<file path="src/rtl/user_harness_pkg.sv">
// Shared definitions for the Wishbone test harness around user_module:
// register offsets, STATUS field positions and the pulse-generator states.
package user_harness_pkg;

  localparam logic [7:0] REG_DRIVE  = 8'h00;
  localparam logic [7:0] REG_STEP   = 8'h04;
  localparam logic [7:0] REG_FIFO   = 8'h08;
  localparam logic [7:0] REG_STATUS = 8'h0C;

  localparam int STATUS_BUSY_BIT = 4;
  localparam int STATUS_OVF_BIT  = 8;
  localparam int FIFO_VALID_BIT  = 8;

  typedef enum logic [1:0] {
    ST_IDLE = 2'd0,
    ST_HIGH = 2'd1,
    ST_LOW  = 2'd2
  } pulse_state_e;

endpackage

</file>
<file path="src/rtl/sync_fifo.sv">
// Small show-ahead FIFO: rd_data always presents the oldest entry.
// A push into a full FIFO is accepted only when a pop frees a slot in the same cycle.
module sync_fifo #(
  parameter int WIDTH = 8,
  parameter int DEPTH = 8
) (
  input  logic                     clk,
  input  logic                     srst,
  input  logic                     push,
  input  logic                     pop,
  input  logic [WIDTH-1:0]         wr_data,
  output logic [WIDTH-1:0]         rd_data,
  output logic [$clog2(DEPTH):0]   count,
  output logic                     full,
  output logic                     empty
);

  localparam int AW = $clog2(DEPTH);
  localparam int CW = AW + 1;

  logic [WIDTH-1:0] mem [DEPTH];
  logic [AW-1:0]    wr_ptr_reg;
  logic [AW-1:0]    rd_ptr_reg;
  logic [CW-1:0]    count_reg;
  logic             do_push;
  logic             do_pop;

  assign empty   = (count_reg == '0);
  assign full    = (count_reg == CW'(DEPTH));
  assign do_pop  = pop & ~empty;
  assign do_push = push & (~full | do_pop);
  assign rd_data = mem[rd_ptr_reg];
  assign count   = count_reg;

  always_ff @(posedge clk) begin
    if (do_push) begin
      mem[wr_ptr_reg] <= wr_data;
    end
  end

  always_ff @(posedge clk) begin
    if (srst) begin
      wr_ptr_reg <= '0;
      rd_ptr_reg <= '0;
      count_reg  <= '0;
    end else begin
      if (do_push) begin
        wr_ptr_reg <= wr_ptr_reg + AW'(1);
      end
      if (do_pop) begin
        rd_ptr_reg <= rd_ptr_reg + AW'(1);
      end
      case ({do_push, do_pop})
        2'b10:   count_reg <= count_reg + CW'(1);
        2'b01:   count_reg <= count_reg - CW'(1);
        default: count_reg <= count_reg;
      endcase
    end
  end

endmodule

</file>
<file path="src/rtl/user_module_wb_harness.sv">
// Wishbone slave that drives user_module inputs, generates clock bursts on
// mod_in[0] and captures mod_out after every pulse into a readable FIFO.
module user_module_wb_harness
  import user_harness_pkg::*;
#(
  parameter logic [31:0] BASE_ADDR   = 32'h3000_0000,
  parameter int          HALF_PERIOD = 2,
  parameter int          FIFO_DEPTH  = 8
) (
  input  logic        wb_clk_i,
  input  logic        wb_rst_i,
  input  logic        wbs_cyc_i,
  input  logic        wbs_stb_i,
  input  logic        wbs_we_i,
  input  logic [3:0]  wbs_sel_i,
  input  logic [31:0] wbs_adr_i,
  input  logic [31:0] wbs_dat_i,
  output logic        wbs_ack_o,
  output logic [31:0] wbs_dat_o,
  output logic [7:0]  mod_in,
  input  logic [7:0]  mod_out
);

  localparam int PW = (HALF_PERIOD > 1) ? $clog2(HALF_PERIOD) : 1;
  localparam int CW = $clog2(FIFO_DEPTH) + 1;

  logic         ack_reg;
  logic [31:0]  dat_reg;
  logic [7:1]   drive_reg;
  logic         overflow_reg;
  pulse_state_e state_reg, state_next;
  logic [PW-1:0] phase_reg, phase_next;
  logic [15:0]  remaining_reg, remaining_next;

  logic         hit;
  logic         req;
  logic         wr_req;
  logic         rd_req;
  logic [7:0]   offset;
  logic [15:0]  wr_lanes;
  logic         step_start;
  logic         fifo_pop;
  logic         ovf_clear;
  logic         ovf_set;
  logic         sample_push;
  logic         phase_last;
  logic         busy;
  logic [31:0]  rd_word;
  logic [31:0]  status_word;

  logic [7:0]    fifo_rd_data;
  logic [CW-1:0] fifo_count;
  logic          fifo_full;
  logic          fifo_empty;

  logic unused_bits;
  assign unused_bits = ^{wbs_dat_i[31:16], wbs_sel_i[3:2]};

  assign hit    = (wbs_adr_i[31:8] == BASE_ADDR[31:8]);
  assign req    = wbs_cyc_i & wbs_stb_i & hit & ~ack_reg;
  assign wr_req = req & wbs_we_i;
  assign rd_req = req & ~wbs_we_i;
  assign offset = wbs_adr_i[7:0];

  // Unselected byte lanes contribute zero to the written value.
  for (genvar gi = 0; gi < 2; gi++) begin : g_lane
    assign wr_lanes[gi*8 +: 8] = wbs_sel_i[gi] ? wbs_dat_i[gi*8 +: 8] : 8'h00;
  end

  assign busy       = (state_reg != ST_IDLE);
  assign step_start = wr_req & (offset == REG_STEP) & ~busy & (wr_lanes != 16'h0000);
  assign fifo_pop   = rd_req & (offset == REG_FIFO);
  assign ovf_clear  = wr_req & (offset == REG_STATUS) & wr_lanes[STATUS_OVF_BIT];
  // full implies non-empty, so a same-cycle pop always makes room
  assign ovf_set    = sample_push & fifo_full & ~fifo_pop;
  assign phase_last = (phase_reg == PW'(HALF_PERIOD - 1));

  assign mod_in    = {drive_reg, (state_reg == ST_HIGH)};
  assign wbs_ack_o = ack_reg;
  assign wbs_dat_o = dat_reg;

  always_comb begin
    state_next     = state_reg;
    phase_next     = phase_reg;
    remaining_next = remaining_reg;
    sample_push    = 1'b0;
    unique case (state_reg)
      ST_IDLE: begin
        if (step_start) begin
          state_next     = ST_HIGH;
          phase_next     = '0;
          remaining_next = wr_lanes;
        end
      end
      ST_HIGH: begin
        if (phase_last) begin
          state_next = ST_LOW;
          phase_next = '0;
        end else begin
          phase_next = phase_reg + PW'(1);
        end
      end
      ST_LOW: begin
        if (phase_last) begin
          sample_push    = 1'b1;
          phase_next     = '0;
          remaining_next = remaining_reg - 16'd1;
          state_next     = (remaining_reg == 16'd1) ? ST_IDLE : ST_HIGH;
        end else begin
          phase_next = phase_reg + PW'(1);
        end
      end
      default: begin
        state_next = ST_IDLE;
      end
    endcase
  end

  always_comb begin
    status_word                  = 32'(fifo_count);
    status_word[STATUS_BUSY_BIT] = busy;
    status_word[STATUS_OVF_BIT]  = overflow_reg;
  end

  always_comb begin
    rd_word = 32'h0;
    case (offset)
      REG_DRIVE:  rd_word = {24'h0, drive_reg, 1'b0};
      REG_STEP:   rd_word = {16'h0, remaining_reg};
      REG_FIFO: begin
        if (!fifo_empty) begin
          rd_word[7:0]           = fifo_rd_data;
          rd_word[FIFO_VALID_BIT] = 1'b1;
        end
      end
      REG_STATUS: rd_word = status_word;
      default:    rd_word = 32'h0;
    endcase
  end

  always_ff @(posedge wb_clk_i) begin
    if (wb_rst_i) begin
      ack_reg       <= 1'b0;
      dat_reg       <= 32'h0;
      drive_reg     <= '0;
      overflow_reg  <= 1'b0;
      state_reg     <= ST_IDLE;
      phase_reg     <= '0;
      remaining_reg <= 16'h0;
    end else begin
      ack_reg       <= req;
      dat_reg       <= rd_req ? rd_word : 32'h0;
      if (wr_req && (offset == REG_DRIVE) && wbs_sel_i[0]) begin
        drive_reg <= wbs_dat_i[7:1];
      end
      overflow_reg  <= (overflow_reg & ~ovf_clear) | ovf_set;
      state_reg     <= state_next;
      phase_reg     <= phase_next;
      remaining_reg <= remaining_next;
    end
  end

  sync_fifo #(
    .WIDTH (8),
    .DEPTH (FIFO_DEPTH)
  ) u_fifo (
    .clk     (wb_clk_i),
    .srst    (wb_rst_i),
    .push    (sample_push),
    .pop     (fifo_pop),
    .wr_data (mod_out),
    .rd_data (fifo_rd_data),
    .count   (fifo_count),
    .full    (fifo_full),
    .empty   (fifo_empty)
  );

endmodule

</file>
<file path="config.mk">
export PLATFORM = sky130hd
export DESIGN_NAME = user_module_wb_harness
export DESIGN_NICKNAME = d
export VERILOG_FILES = /design/src/rtl/user_harness_pkg.sv /design/src/rtl/sync_fifo.sv /design/src/rtl/user_module_wb_harness.sv
export SDC_FILE = /design/constraint.sdc
export NUM_CORES = 1
export LEC_CHECK = 0
export BUFFER_PORTS_ARGS = -buffer_cell sky130_fd_sc_hd__clkbuf_2
export CORE_ASPECT_RATIO = 1.75
export CORE_MARGIN = 2
export CORE_UTILIZATION = 40
export CTS_CLUSTER_SIZE = 10
export DETAILED_ROUTE_END_ITERATION = 10
export PLACE_DENSITY_LB_ADDON = 0.2
export SLEW_MARGIN = 10
export SYNTH_ARGS = -nofsm -noshare
export SYNTH_HDL_FRONTEND = slang
export SYNTH_SLANG_ARGS = --single-unit
</file>
<file path="constraint.sdc">
create_clock -name wb_clk_i -period 4.23 [get_ports wb_clk_i]
set_clock_uncertainty 0.1 [all_clocks]
set_input_delay 0.2115 -clock wb_clk_i [delete_from_list [all_inputs] [get_ports wb_clk_i]]
set_output_delay 0.2115 -clock wb_clk_i [all_outputs]
set_load 0.05 [all_outputs]
</file>
==> metrics.md <==
| Metric | Value |
|---|---|
| Status | `completed` |
| Grt ovf | `0` |
| Synth async-reset ratio | `0` |
| Met1 global-route usage | `0.203` |
| Die Span Y | `roughly 170 µm` |
| Final setup TNS | `0 ns` |
| Met2 GRT Util | `0.386` |
| Setup repair after global routing missed its margin | `false` |
| Area of the core | `approximately 15000 µm²` |
| Worst setup SP type | `register` |
| Die Wd | `96.7 µm` |
| Number of synthesized flops with an enable pin | `64` |
| Layout cells sized above 1 | `0.276` |
| Max reg flops | `64` |
| Critical Setup Path Class | `reg2reg` |
| Post-Layout Cell Count | `828` |
| FILL cells | `1360` |
| ANT nets after route | `0` |
| Via count | `around 4700` |
| Initial antenna violation count | `0` |
| Sequential area share after synthesis | `0.510` |
| RePlAce Congestion | `0.890` |
| Routed Wire Length | `around 16000 µm` |
| Port Buf Inserts | `between 80 and 90` |
| DR iter-0 viols | `231` |
| Placed Instances | `785` |
| Hold slack | `0.0157 ns` |
| H-tree Lvls | `4` |
| Die area | `approximately 16000 µm²` |
| Max Fanout on Critical Path | `10` |
| GRT Max-Usage Layer | `met2` |
| Number of global-route vias before repair | `4904` |
| Setup-failing EPs final | `0` |
| Combined area of the multi-input logic cells | `around 2700 µm²` |
| Detailed Place HPWL | `between 10000 and 15000 µm` |
| Total GRT Usage | `0.202` |
| Fin. max-slew vios | `0` |
| Ant diodes | `0` |
| Worst-Skew Late Latency | `roughly 0.41 ns` |
| Most common flop cell mapped by yosys | `edfxtp_1` |
| PD cells | `423 nW/µm²` |
| Mapped Cells | `530` |
| Fin crit share | `0.737` |
| Syn_area_per_cell | `11.3 µm²` |
| Met3 Use GR | `0.0417` |
| Initial Util | `0.407` |
| Clk slew on worst S/H paths | `0.06 ns` |
| Nets | `around 720` |
| First-pass GRT wire length | `25500 µm` |
| Largest net degree at the start of global routing | `47` |
| Leakage Power | `2.67 nW` |
| Maximum root-to-sink buffer count | `2` |
| Minimum clock period | `3.12 ns` |
| Post-Syn Area | `6010 µm²` |
| Root buffer cell | `clkbuf_16` |
| Synth-to-Final Area Change | `21.9%` |
| CTS Buf Count | `17` |
| Final Hold Fails | `0` |
| Avg WL per Cell | `about 19 µm` |
| CTS tree | `done` |
| Via/cell ratio | `roughly 5.7` |
| # rows | `59` |
| Number of remaining DRC errors | `0` |
| Crit end category | `register` |
| Clock sink total | `roughly 120` |
| WP data arrival | `3.35 ns` |
| Warnings from Yosys | `0` |
| Worst-Margin Slew | `1.11 ns` |
| Type of the worst min-delay path | `in2reg` |
| Max-cap violations | `0` |
| Fmax | `around 0.32 GHz` |
| Reg area | `3060 µm²` |
| CP required | `4.46 ns` |
| Netlist cell types | `between 70 and 80` |
| Peak VDD IR | `0.373 mV` |
| IO Pins | `~120` |
| Flops & latches, synth | `121` |
| Slew HR | `0.253` |
| First-pass DRT Iterations | `4` |
repair_timing:
item / CTS / global route
hold buffers: 11 / 0
gates resized for setup: 0 / 0
buffers inserted: 0 / 0
endpoints found under the hold margin: 60 / 0
synth_stat cells (all sizes together) (3+ instances only):
cell type  number  area (µm²)
mux2i          22         220
clkbuf         23        87.6
o21ai          23         115
and4            3        26.3
inv            10        37.5
o22ai           3        18.8
nand3b          3        22.5
ha             11         138
nor2b           9        56.3
a221oi          4        35.0
o31ai           4        30.0
o32a            3        30.0
nand4           7        56.3
nor4b           4        35.0
a21oi          20         100
nand2          36         135
mux4           16         360
or3             7        43.8
a2111oi         3        26.3
nor3           12        60.1
or4             6        48.8
mux2            7        78.8
nor4           21         193
buf            27         179
o32ai           3        26.3
o41ai           5        51.3
a31oi           5        31.3
xor2            4        35.0
o2111ai         3        32.5
o211ai          5        37.5
edfxtp         64        1920
dfxtp          57        1140
and2            8        51.3
nand3           8        40.0
nor2           40         150
and3            4        25.0
a22oi           3        22.5
a211oi          6        45.0
final cells by class:
| class | count | area share |
|---|---|---|
| inverter | 11 | 0.00563 |
| tap | 183 | 0.0312 |
| clock inverter | 15 | 0.0244 |
| clock buffer | 17 | 0.0580 |
| timing repair buffer | 118 | 0.0949 |
| sequential | 121 | 0.418 |
| multi-input combinational | 363 | 0.368 |
through the flow:
stage	util	cell area, µm²	power, mW	setup slack, ns
floorplan	-	6070	1.54	1.23
global placement	0.448	6620	1.64	1.11
detailed placement	0.448	6620	1.64	1.01
CTS	0.496	7330	3.13	1.09
global route	0.496	7330	3.22	0.729
finish	0.496	7330	3.10	1.11
power by group:
part | switching (mW) | internal, mW | leakage, nW | total (mW)
clock network | 0.582 | 0.892 | 0.292 | 1.47
registers | 0.0223 | 1.25 | 1.03 | 1.27
logic | 0.243 | 0.114 | 1.35 | 0.357
path summary, 6_finish.rpt:
path                        start          endpoint  slack [ns]  depth (start not counted)
hold reg to reg      overflow_reg      overflow_reg        0.38                          2
hold / removal         mod_out[0]  u_fifo.mem[7][0]        0.02                          1
setup / recovery  u_fifo.count[1]   u_fifo.count[2]        1.11                         10
setup reg to reg  u_fifo.count[1]   u_fifo.count[2]        1.11                         10
cells by family (layout without fill, tap and decap cells):
| family | count (synthesis) | after routing | synth area share |
|---|---|---|---|
| muxes | 45 | 45 | 0.110 |
| adders and majority gates | 11 | 11 | 0.0229 |
| other | 1 | 16 | 0.000624 |
| buffers and inverters | 61 | 161 | 0.0512 |
| xor gates and xnor gates | 6 | 6 | 0.00874 |
| AOI/OAI and AO/OA | 109 | 109 | 0.129 |
| and+or+nand+nor | 176 | 176 | 0.168 |
| DFF | 121 | 121 | 0.510 |
worst max-delay path: stages (launching register included):
cell     delay [ns]
dfxtp_1        0.38
nor3_1         0.36
nand2_1        0.19
o21ai_1        0.58
ha_1           0.41
xor2_1         0.20
ha_1           0.17
a21oi_1        0.05
xor2_1         0.16
or3_1          0.31
a21oi_1        0.13
per-layer routing:
| metal | up-vias | part of all wire |
|---|---|---|
| li1 | 2231 | - |
| met1 | 2313 | 0.36 |
| met2 | 135 | 0.57 |
| met3 | 43 | 0.033 |
| met4 | 0 | 0.039 |
| met5 | - | 0 |
cell usage in the layout, fill, tap and decap left out, drive strengths merged, types with 4 or more instances in the layout:
master       count
dfxtp           57
a21oi           20
nand2           36
conb            16
nand4            7
ha              11
nor2b            9
nor3            12
mux4            16
edfxtp          64
o41ai            5
xor2             4
nor2            40
dlygate4sd3     11
nand3            8
or3              7
nor4            21
o211ai           5
inv             19
and2             8
and3             4
clkbuf         104
a211oi           6
buf             20
o21ai           23
or4              6
o31ai            4
mux2             7
a221oi           4
a31oi            5
mux2i           22
nor4b            4
Note: power is estimated with default switching activity, not from simulation.
